$ cat config.mk
export PLATFORM = sky130hd
export DESIGN_NAME = helical_nand_ring_flat
export DESIGN_NICKNAME = d
export VERILOG_FILES = /design/src/rtl/helical_nand_ring_if.sv /design/src/rtl/helical_nand_ring.sv /design/src/flat_wrapper.sv
export SDC_FILE = /design/constraint.sdc
export NUM_CORES = 1
export LEC_CHECK = 0
export ABC_AREA = 0
export CORE_MARGIN = 3
export CORE_UTILIZATION = 48
export CTS_CLUSTER_SIZE = 14
export DETAILED_ROUTE_END_ITERATION = 6
export PLACE_DENSITY = 0.74
export SETUP_SLACK_MARGIN = 0.02
export SLEW_MARGIN = 30
export SYNTH_ARGS = -nofsm -noshare
export SYNTH_HDL_FRONTEND = slang
export SYNTH_SLANG_ARGS = --single-unit
$ cat constraint.sdc
create_clock -name clk -period 5.9 [get_ports clk]
set_input_delay 1.77 -clock clk [delete_from_list [all_inputs] [get_ports clk]]
set_output_delay 1.77 -clock clk [all_outputs]
set_load 0.02 [all_outputs]
$ cat src/rtl/helical_nand_ring_if.sv
// helical_nand_ring_if: breath request/result bundle for helical_nand_ring.
interface helical_nand_ring_if #(
    parameter int NUM_CELLS  = 8,
    parameter int PHASE_BITS = 3
);
    logic                  in_valid;
    logic                  in_ready;
    logic [NUM_CELLS-1:0]  in_data;
    logic [PHASE_BITS-1:0] phase_offset;
    logic                  abort;
    logic                  out_valid;
    logic                  out_ready;
    logic [NUM_CELLS-1:0]  out_data;
    logic [NUM_CELLS-1:0]  out_remainders;
    logic                  out_violation;
    logic [PHASE_BITS-1:0] out_phase;
    logic                  breath_complete;
    logic [7:0]            viol_count;
    modport master (
        output in_valid, in_data, phase_offset, abort, out_ready,
        input  in_ready, out_valid, out_data, out_remainders, out_violation,
               out_phase, breath_complete, viol_count
    );
    modport slave (
        input  in_valid, in_data, phase_offset, abort, out_ready,
        output in_ready, out_valid, out_data, out_remainders, out_violation,
               out_phase, breath_complete, viol_count
    );
endinterface

$ cat src/rtl/helical_nand_ring.sv
// helical_nand_ring: breath-sequenced NAND helix (inhale one cell per cycle, hold, exhale result).
// Define HELIX_VIOLATION_COUNT_EN to build the saturating violating-breath counter.
module helical_nand_ring #(
    parameter int NUM_CELLS   = 8,
    parameter int PHASE_BITS  = 3,
    parameter int HOLD_CYCLES = 2
) (
    input logic                clk,
    input logic                rst_n,
    helical_nand_ring_if.slave bus
);
    localparam int CW = $clog2(NUM_CELLS);
    localparam logic [2:0] IDLE   = 3'd0;
    localparam logic [2:0] INHALE = 3'd1;
    localparam logic [2:0] HOLD   = 3'd2;
    localparam logic [2:0] EXHALE = 3'd3;
    localparam logic [2:0] REST   = 3'd4;
    localparam logic [CW-1:0] LAST_C = CW'(NUM_CELLS - 1);
    localparam logic [3:0]    LAST_H = 4'(HOLD_CYCLES - 1);

    logic [2:0]            st_q, st_d;
    logic [CW-1:0]         c_q, c_d;
    logic [3:0]            h_q, h_d;
    logic [NUM_CELLS-1:0]  d_q, d_d, sig_q, sig_d, rem_q, rem_d, viol_q, viol_d;
    logic [PHASE_BITS-1:0] off_q, off_d;
    logic [PHASE_BITS-1:0] phase_q [NUM_CELLS];
    logic [PHASE_BITS-1:0] phase_d [NUM_CELLS];
    logic                  bc_q, bc_d;
    logic                  prev, clr, done;
    logic [31:0]           ph_sum;

    always_comb begin
        prev   = (c_q == '0) ? 1'b1 : sig_q[c_q - 1'b1];
        ph_sum = 32'(off_q) + 32'(c_q) + 32'd1;
        done   = (st_q == EXHALE) && bus.out_ready && !bus.abort;
        clr    = (bus.abort && st_q != IDLE) || st_q == REST;
        st_d   = st_q;
        c_d    = c_q;
        h_d    = h_q;
        d_d    = d_q;
        off_d  = off_q;
        sig_d  = sig_q;
        rem_d  = rem_q;
        viol_d = viol_q;
        phase_d = phase_q;
        case (st_q)
            IDLE: if (bus.in_valid) begin
                st_d  = INHALE;
                c_d   = '0;
                d_d   = bus.in_data;
                off_d = bus.phase_offset;
            end
            INHALE: begin
                sig_d[c_q]   = ~(prev & d_q[c_q]);
                rem_d[c_q]   = prev & d_q[c_q];
                viol_d[c_q]  = ~prev & ~d_q[c_q];
                phase_d[c_q] = ph_sum[PHASE_BITS-1:0];
                c_d          = c_q + 1'b1;
                if (c_q == LAST_C) begin
                    st_d = HOLD;
                    h_d  = '0;
                end
            end
            HOLD: begin
                h_d  = h_q + 4'd1;
                st_d = (h_q == LAST_H) ? EXHALE : HOLD;
            end
            EXHALE: st_d = done ? REST : EXHALE;
            default: st_d = IDLE;
        endcase
        // Abort and the REST cycle share one clearing path so a dropped breath leaves no residue.
        if (clr) begin
            st_d   = IDLE;
            c_d    = '0;
            h_d    = '0;
            sig_d  = '0;
            rem_d  = '0;
            viol_d = '0;
            for (int i = 0; i < NUM_CELLS; i++) phase_d[i] = '0;
        end
        bc_d = done;
    end

    always_ff @(posedge clk or negedge rst_n) begin
        if (!rst_n) begin
            st_q   <= IDLE;
            c_q    <= '0;
            h_q    <= '0;
            d_q    <= '0;
            off_q  <= '0;
            sig_q  <= '0;
            rem_q  <= '0;
            viol_q <= '0;
            bc_q   <= 1'b0;
            for (int i = 0; i < NUM_CELLS; i++) phase_q[i] <= '0;
        end else begin
            st_q    <= st_d;
            c_q     <= c_d;
            h_q     <= h_d;
            d_q     <= d_d;
            off_q   <= off_d;
            sig_q   <= sig_d;
            rem_q   <= rem_d;
            viol_q  <= viol_d;
            bc_q    <= bc_d;
            phase_q <= phase_d;
        end
    end

`ifdef HELIX_VIOLATION_COUNT_EN
    logic [7:0] vc_q, vc_d;

    always_comb vc_d = (done && |viol_q && vc_q != 8'hFF) ? vc_q + 8'd1 : vc_q;

    always_ff @(posedge clk or negedge rst_n) begin
        if (!rst_n) vc_q <= '0;
        else vc_q <= vc_d;
    end

    assign bus.viol_count = vc_q;
`else
    assign bus.viol_count = '0;
`endif

    assign bus.in_ready        = st_q == IDLE;
    assign bus.out_valid       = st_q == EXHALE;
    assign bus.out_data        = sig_q;
    assign bus.out_remainders  = rem_q;
    assign bus.out_violation   = |viol_q;
    assign bus.out_phase       = phase_q[NUM_CELLS-1];
    assign bus.breath_complete = bc_q;
endmodule
$ cat src/flat_wrapper.sv
// flat-port wrapper written by rule: the top's interface ports become plain ports
module helical_nand_ring_flat 
#(
    parameter int NUM_CELLS   = 8,
    parameter int PHASE_BITS  = 3,
    parameter int HOLD_CYCLES = 2
)
  (clk, rst_n, bus_in_valid, bus_in_data, bus_phase_offset, bus_abort, bus_out_ready, bus_in_ready, bus_out_valid, bus_out_data, bus_out_remainders, bus_out_violation, bus_out_phase, bus_breath_complete, bus_viol_count);
  helical_nand_ring_if #(.NUM_CELLS(NUM_CELLS), .PHASE_BITS(PHASE_BITS)) bus_i ();
  input logic clk;
  input logic rst_n;
  input wire logic [$bits(bus_i.in_valid)-1:0] bus_in_valid;
  input wire logic [$bits(bus_i.in_data)-1:0] bus_in_data;
  input wire logic [$bits(bus_i.phase_offset)-1:0] bus_phase_offset;
  input wire logic [$bits(bus_i.abort)-1:0] bus_abort;
  input wire logic [$bits(bus_i.out_ready)-1:0] bus_out_ready;
  output wire logic [$bits(bus_i.in_ready)-1:0] bus_in_ready;
  output wire logic [$bits(bus_i.out_valid)-1:0] bus_out_valid;
  output wire logic [$bits(bus_i.out_data)-1:0] bus_out_data;
  output wire logic [$bits(bus_i.out_remainders)-1:0] bus_out_remainders;
  output wire logic [$bits(bus_i.out_violation)-1:0] bus_out_violation;
  output wire logic [$bits(bus_i.out_phase)-1:0] bus_out_phase;
  output wire logic [$bits(bus_i.breath_complete)-1:0] bus_breath_complete;
  output wire logic [$bits(bus_i.viol_count)-1:0] bus_viol_count;
  assign bus_i.in_valid = bus_in_valid;
  assign bus_i.in_data = bus_in_data;
  assign bus_i.phase_offset = bus_phase_offset;
  assign bus_i.abort = bus_abort;
  assign bus_i.out_ready = bus_out_ready;
  assign bus_in_ready = bus_i.in_ready;
  assign bus_out_valid = bus_i.out_valid;
  assign bus_out_data = bus_i.out_data;
  assign bus_out_remainders = bus_i.out_remainders;
  assign bus_out_violation = bus_i.out_violation;
  assign bus_out_phase = bus_i.out_phase;
  assign bus_breath_complete = bus_i.breath_complete;
  assign bus_viol_count = bus_i.viol_count;
  helical_nand_ring #(.NUM_CELLS(NUM_CELLS), .PHASE_BITS(PHASE_BITS), .HOLD_CYCLES(HOLD_CYCLES)) u_core (.clk(clk), .rst_n(rst_n), .bus(bus_i));
endmodule
Word level (Yosys, flattened, before mapping). Index checks and enable logic that the tools add are counted.

Flip-flop bits (word level): 70. Latch bits: 0. Memory bits (writable): 0. Memory bits (read-only): 0. Bits of input ports: 16. Output and inout port bits: 31. Logic and storage cells: 92. Memories kept: 0.

Add/sub/neg operators: 5. $mul: 0. Divide/modulo/power cells: 0. $lt $le $gt $ge: 5. Equal/unequal tests: 8. Shift operators: 0. Multiplexer cells: 33. Bitwise logic cells: 6. Reduce and logical (&&, ||, !) cells: 18.

Operators with widths (count): 2-to-1 mux 24 bit (2); 2-to-1 mux 8 bit (6); bitwise mux 24 bit (1); bitwise mux 8 bit (3); 2-to-1 mux 3 bit (7); case mux 3 bit (4 select lines) (1); demux 3 bit (select 3 bit) (1); nonzero test 3 bit (3); less-than comparator 3 x 4 -> 1 bit (second input constant) (2); 2-to-1 mux 4 bit (2); case mux 4 bit (2 select lines) (1); AND reduction 2 bit (4); OR reduction 8 bit (1); adder 3 x 1 -> 3 bit (second input constant) (2); binary-select mux 1 bit (select 3 bit) (2); == test 3 x 2 -> 1 bit (second input constant) (2); == test 3 bit (second input constant) (2); zero test 3 bit (2); case mux 3 bit (2 select lines) (1); logical AND 1 bit (5); 2-to-1 mux 1 bit (5); adder 4 x 1 -> 4 bit (second input constant) (1); == test 4 x 1 -> 1 bit (second input constant) (1); >= comparator 4 bit (second input constant) (1); 14 further kinds (17).

Longest topological paths before layout. Gate-level depths: netlist (run 1).

Word-level depth: 9. Mapped depth: 9. Mapped depth without buffers: 7.

Least setup slack after synthesis (run 1). No wires, ideal clock.

Path kind: flip-flop to output port. Start: reg u_core.st_q[1]. End: out bus_in_ready. Data arrival time: 1.151 ns. Required time: 4.130 ns. Path slack: 2.979 ns. Cell stages (with the launch flop): 3. Buffers on the path: 1. Path through: dfrtp_1 > clkbuf_1 > nor3_1.

Word-level cells in the longest chain between the ends: 1.

Ends and longest elaborated chain: start, declared (line helical_nand_ring.sv:21) `logic [2:0] st_q, st_d;`; start signal, assigned (line helical_nand_ring.sv:97) `st_q <= st_d;`; zero test 3 bit (line helical_nand_ring.sv:125) `assign bus.in_ready = st_q == IDLE;`; end, declared (line flat_wrapper.sv:17) `output wire logic [$bits(bus_i.in_ready)-1:0] bus_in_ready;`.

No other way between the ends.

Worst setup path in the final report (run 1). Same ends and word-level chain as after synthesis.

==> impl_metrics.tcl, run 1 <==
set metrics [dict create \
    critPathLaunchType "register" \
    totalPowerFinal_mw 1.02 \
    slew_headroom 0.476 \
    reg2reg_from "u_core.c_q[0]$_DFFE_PN0P_" \
    status "finished, final reports clean" \
    die_x_um 79.6 \
    routedWlPerCell_um 14.9 \
    clock_latency_ns 0.31 \
    worstHoldStart "u_core.viol_q[1]$_DFFE_PN0P_" \
    final_common_cell "dfrtp_1" \
    vdd_drop_max_uv 179 \
    via_per_inst 5.49 \
    ios 47 \
    antenna_found_initial 0 \
    p_per_area_nw_per_um2 330 \
    final.setup.worst_slack_ns 2.26 \
    tightest_slew_ns 0.771 \
    path_clk_slew_ns 0.09 \
    synth.distinct_cells 47 \
    post-place-ws_ns 2.16 \
    clock_path_buffers 2 \
    core_um2 5170 \
    fp.dieH_um 79.6 \
    final_cell_mix "dfrtp_1 (49), clkdlybuf4s50_1 (37), nand2_1 (32), o21ai_0 (20), a21oi_1 (16)" \
    vias 1931 \
    finalCriticalPeriod_ns 3.64 \
    critPathArrivalTime_ns 1.87 \
    skew_ns 0.00539 \
    synth.avg_cell_area_um2 10.5 \
    grt_start_max_net_pins 50 \
    drive_gt1_frac 0.152 \
    core.rowCount 26 \
    grt_pass1_vias 1832 \
    drv_slew 0 \
    grt_usage 0.178 \
    holdPathStages 2 \
    setup.worst_path.end_class "output port" \
    fillers 458 \
    clkSinkCount 49 \
    min_to "u_core.viol_q[1]$_DFFE_PN0P_" \
    whs_ns 0.493 \
    fin_crit_sh 0.617 \
    grt_pass1_wl_um 8820 \
    ctsHoldBuffers 0 \
    yosysWarnings 0 \
    crit_path_max_fanout 13 \
    required_ns 4.13 \
    crit_type "register to output port" \
    htree_num_levels 2 \
    grt_setup_unrepaired "false" \
    post_cts_buffers 0 \
    yosysSeqAreaShare 0.472 \
    ant_nets 0 \
    r2r-end "u_core.bus.out_remainders[1]$_DFFE_PN0P_" \
    n_antenna_cell 0 \
    synthFlopType "dfrtp_1" \
    io_buffers 38 \
    synthesis.area_um2 2600 \
    maxCapViolCount 0 \
    numCtsBuffers 5 \
    setup_viol 0 \
    gp_congestion 0.784 \
    cts_resized 0 \
    finalSetupTns_ns 0 \
    drc_errors 0 \
    hpwl_um 3850 \
    cts_tree "yes" \
    grt.overflow.total 0 \
    reg2reg_depth 7 \
    finalHoldViolations 0 \
    start_util 0.502 \
    dr.pass1.iters 4 \
    die_area_um2 6330 \
    root_buffer "clkbuf_8" \
    hp-class "register to register" \
    syn_to_final_growth_pct 18.6 \
    drt-initial-drc-count 117 \
    synth_enable_flop_cells 0 \
    reg2reg_setup_slack_ns 2.86 \
    synth-async-reset-ratio 1.00 \
    finalWirelength_um 5240 \
    ys_ff_latch 49 \
    power_leakage_nw 1.31 \
    nets 305 \
    max_freq_mhz 275 \
    syn_inst 248 \
]
## stage by stage
stage,cells,area [um2],util
2_1_floorplan,255,2630,-
3_3_place_gp,344,2970,0.575
3_5_place_dp,344,2990,0.577
4_1_cts,352,3080,0.596
5_1_grt,352,3080,0.596
6_report,352,3080,0.596
## critical path, stage by stage, from the launching register on
cell             delay, ns
dfrtp_1               0.53
nor3_1                0.36
clkdlybuf4s50_1       0.68
## worst max-delay path by stage
stage / startpoint / cells past startpoint / slack (ns) / to
after floorplan: u_core.st_q[1]$_DFFE_PN0P_ / 2 / 2.98 / bus_in_ready
after CTS: u_core.st_q[2]$_DFFE_PN0P_ / 2 / 2.24 / bus_in_ready
after global placement: bus_abort / 5 / 2.15 / u_core.bus.out_data[2]$_DFFE_PN0P_
final: u_core.st_q[1]$_DFFE_PN0P_ / 2 / 2.26 / bus_in_ready
after global routing: u_core.st_q[2]$_DFFE_PN0P_ / 2 / 2.15 / bus_in_ready
after detailed placement: bus_abort / 5 / 2.16 / u_core.bus.out_data[0]$_DFFE_PN0P_
## synthesized netlist by cell type, types with 2 or more instances
library cell,number,area [um2]
ha_1,7,87.6
nor2_2,2,12.5
buf_4,9,67.6
o21ai_2,4,35.0
nor3_1,2,10.0
nor4_1,3,18.8
mux2_1,3,33.8
nand2b_1,4,25.0
and3_1,4,25.0
or2_2,4,25.0
nand2_1,32,120
nand4_1,4,25.0
a22o_1,3,26.3
and3b_1,3,26.3
clkbuf_1,8,30.0
mux2_2,10,113
nor2_1,13,48.8
o21ai_0,20,100
dfrtp_1,49,1230
a21oi_1,16,80.1
mux4_2,4,90.1
inv_1,5,18.8
a32o_1,3,30.0
a211oi_1,2,15.0
o21ai_1,3,15.0
mux2i_1,5,50.1
nand3_1,6,30.0
## cell type report
| cell class | instances | area, um2 | area share |
|---|---|---|---|
| sequential | 49 | 1230 | 0.398 |
| inverter | 5 | 18.8 | 0.00609 |
| timing repair buffer | 38 | 378 | 0.123 |
| tap | 70 | 87.6 | 0.0284 |
| clock inverter | 3 | 26.3 | 0.00853 |
| multi-input combinational | 182 | 1280 | 0.414 |
| clock buffer | 5 | 68.8 | 0.0223 |
## sequential cells by signal (all words and copies together), names as in the netlist
| register | count |
|---|---|
| u_core.bus.breath_complete | 1 |
| u_core.bus.out_data | 8 |
| u_core.bus.out_phase | 3 |
| u_core.bus.out_remainders | 8 |
| u_core.c_q | 3 |
| u_core.d_q | 8 |
| u_core.h_q | 4 |
| u_core.off_q | 3 |
| u_core.st_q | 3 |
| u_core.viol_q | 8 |
## routing by layer
metal / up-vias / track usage / routed length, um
met2: 60 / 0.302 / 2550
met5: - / 0 / 0
met4: 0 / 0.0619 / 78
met3: 7 / 0.0260 / 253
li1: 939 / - / -
met1: 925 / 0.231 / 2360
## cell families after synthesis
family / count (synthesis) / share of synthesized area
other cells: 1 / 0.00144
mux: 24 / 0.125
flops: 49 / 0.472
simple gates: 84 / 0.164
xor+xnor: 1 / 0.00337
compound gates: 57 / 0.142
fa+ha+maj: 8 / 0.0414
buf+inv: 24 / 0.0510
## power by group
group          total, mW  internal (mW)  leakage [nW]  switching, mW
combinational      0.382          0.163         0.612          0.219
clock              0.208         0.0863        0.0423          0.121
sequential         0.429          0.383         0.657         0.0460
Note: power is estimated with default switching activity, not from simulation.
==> run 2: changes to the inputs <==
--- a/config.mk
+++ b/config.mk
@@ -7,10 +7,10 @@
 export LEC_CHECK = 0
 export ABC_AREA = 0
 export CORE_MARGIN = 3
-export CORE_UTILIZATION = 48
+export CORE_UTILIZATION = 47
 export CTS_CLUSTER_SIZE = 14
 export DETAILED_ROUTE_END_ITERATION = 6
-export PLACE_DENSITY = 0.74
+export PLACE_DENSITY = 0.76
 export SETUP_SLACK_MARGIN = 0.02
 export SLEW_MARGIN = 30
 export SYNTH_ARGS = -nofsm -noshare
==> constraint.sdc (replaced) <==
create_clock -name clk -period 3.1 [get_ports clk]
set_input_delay 0.93 -clock clk [delete_from_list [all_inputs] [get_ports clk]]
set_output_delay 0.93 -clock clk [all_outputs]
set_load 0.02 [all_outputs]
==> run 2 against run 1 <==
Against the previous run: power rose by 89%; utilization decreased by 0.095 points; clock skew is 0.0014 ns higher; global-route usage is 0.34 points higher; sequential power is 87% higher; routed wire length grew 0.31%; cell count up 2.0%; combinational power up 100%; highest routed layer unchanged; register-to-register slack worse by 2.4 ns.
==> impl_metrics.tcl, run 2 (same netlist as run 1, synthesis figures left out) <==
set metrics [dict create \
    status "finished, final reports clean" \
    grt_setup_unrepaired "false" \
    ios 47 \
    ant_nets 0 \
    cp_slowest_cell "clkdlybuf4s50_1" \
    drc_errors 0 \
    via_per_inst 5.42 \
    vdd_drop_max_uv 372 \
    finalCriticalPeriod_ns 2.73 \
    clock_path_buffers 2 \
    root_buffer "clkbuf_8" \
    grt_pass1_vias 1892 \
    tightest_slew_ns 0.660 \
    finalSetupTns_ns 0 \
    clkSinkCount 49 \
    core_um2 5240 \
    routedWlPerCell_um 14.6 \
    finalWirelength_um 5260 \
    start_util 0.496 \
    clock_latency_ns 0.30 \
    ctsHoldBuffers 0 \
    die_area_um2 6460 \
    syn_to_final_growth_pct 19.9 \
    max_freq_mhz 366 \
    nets 314 \
    cp_cell_sequence "nor3_1 -> clkdlybuf4s50_1" \
    worst_path_dominant_cell_family "buffers and inverters" \
    finalHoldViolations 0 \
    io_buffers 38 \
    die_x_um 80.4 \
    drive_gt1_frac 0.166 \
    path_clk_slew_ns 0.08 \
    htree_num_levels 2 \
    setup_viol 0 \
    antenna_found_initial 0 \
    grt_pass1_wl_um 9040 \
    drv_slew 0 \
    path_buf_inv 1 \
    cts_resized 0 \
    grt_start_max_net_pins 50 \
    fp.dieH_um 80.4 \
    critPathLaunchType "register" \
    critPathArrivalTime_ns 1.80 \
    crit_type "register to output port" \
    dr.pass1.iters 4 \
    n_antenna_cell 0 \
    final_cell_mix "dfrtp_1 (49), clkdlybuf4s50_1 (37), nand2_1 (32), o21ai_0 (20), a21oi_1 (16)" \
    core.rowCount 26 \
    power_leakage_nw 1.35 \
    skew_ns 0.00679 \
    vias 1947 \
    final_common_cell "dfrtp_1" \
    drt-initial-drc-count 96 \
    numCtsBuffers 5 \
    post_cts_buffers 0 \
    hpwl_um 3860 \
    cpPeakStageDelay_ns 0.66 \
    setup.worst_path.end_class "output port" \
    maxCapViolCount 0 \
    grt.overflow.total 0 \
    slew_headroom 0.560 \
    p_per_area_nw_per_um2 617 \
    gp_congestion 0.871 \
    stdcell_area_um2 3120 \
    grt_usage 0.181 \
    fin_crit_sh 0.880 \
    hp-class "register to register" \
    required_ns 2.17 \
    placed_cell_area_um2 3040 \
    cts_tree "yes" \
    crit_path_max_fanout 13 \
]
==> run 2: metrics by stage <==
stage,setup slack (ns),cells,power (mW),utilization,hold WS [ns]
after floorplan,0.578,255,1.37,-,0.452
after global placement,0.484,353,1.57,0.581,0.464
after detailed placement,0.412,353,1.59,0.581,0.473
after CTS,0.352,359,1.93,0.595,0.492
after global routing,0.212,359,2.05,0.595,0.525
final,0.371,359,1.92,0.595,0.489
==> run 2: path summary, 6_finish.rpt <==
kind | endpoint | cells after the start | slack, ns | startpoint
worst max-delay path | bus_in_ready | 2 | 0.37 | u_core.st_q[1]$_DFFE_PN0P_
worst min-delay path | u_core.viol_q[2]$_DFFE_PN0P_ | 2 | 0.49 | u_core.viol_q[2]$_DFFE_PN0P_
worst max register to register | u_core.bus.out_remainders[7]$_DFFE_PN0P_ | 7 | 0.45 | u_core.c_q[1]$_DFFE_PN0P_
worst min register to register | u_core.viol_q[2]$_DFFE_PN0P_ | 2 | 0.49 | u_core.viol_q[2]$_DFFE_PN0P_
max in group asynchronous | u_core.bus.out_phase[2]$_DFFE_PN0P_ | 2 | 1.97 | rst_n
min in group asynchronous | u_core.bus.breath_complete$_DFF_PN0_ | 2 | 0.72 | rst_n
==> run 2: where the power goes <==
| group | switching (mW) | total (mW) | internal, mW | leakage [nW] |
|---|---|---|---|---|
| registers | 0.0750 | 0.804 | 0.729 | 0.657 |
| clock network | 0.197 | 0.345 | 0.149 | 0.0399 |
| logic | 0.436 | 0.772 | 0.336 | 0.658 |
| total | 0.708 | 1.92 | 1.21 | 1.35 |
==> run 2: worst reg2reg max path, stage by stage, from the launching register on <==
cell     delay (ns)
dfrtp_1        0.43
inv_1          0.16
ha_1           0.57
mux2i_1        0.17
mux4_2         0.54
a21oi_2        0.43
nand2_1        0.14
a21oi_1        0.15
==> run 2: layer usage <==
| metal | global-route usage | part of all wire | vias up |
|---|---|---|---|
| met4 | 0.0557 | 0.014 | 0 |
| met5 | 0 | 0 | - |
| met2 | 0.295 | 0.49 | 45 |
| li1 | - | - | 950 |
| met1 | 0.242 | 0.46 | 944 |
| met3 | 0.0381 | 0.039 | 8 |
==> run 2: cell type report <==
type | count | area, um2
clock buffers | 5 | 68.8
clock inverters | 1 | 5.00
fillers | 467 | 2120
inverters | 5 | 18.8
multi-input cells | 182 | 1270
flip-flops and latches | 49 | 1230
well taps | 70 | 87.6
repair buffers | 47 | 443
==> run 3: changes to the inputs <==
--- a/config.mk
+++ b/config.mk
@@ -5,11 +5,11 @@
 export SDC_FILE = /design/constraint.sdc
 export NUM_CORES = 1
 export LEC_CHECK = 0
-export ABC_AREA = 0
 export CORE_MARGIN = 3
 export CORE_UTILIZATION = 47
 export CTS_CLUSTER_SIZE = 14
 export DETAILED_ROUTE_END_ITERATION = 6
+export HOLD_SLACK_MARGIN = 0.15
 export PLACE_DENSITY = 0.76
 export SETUP_SLACK_MARGIN = 0.02
 export SLEW_MARGIN = 30
==> results of run 3 <==
Final layout, timing and power as in run 2 (identical DEF).
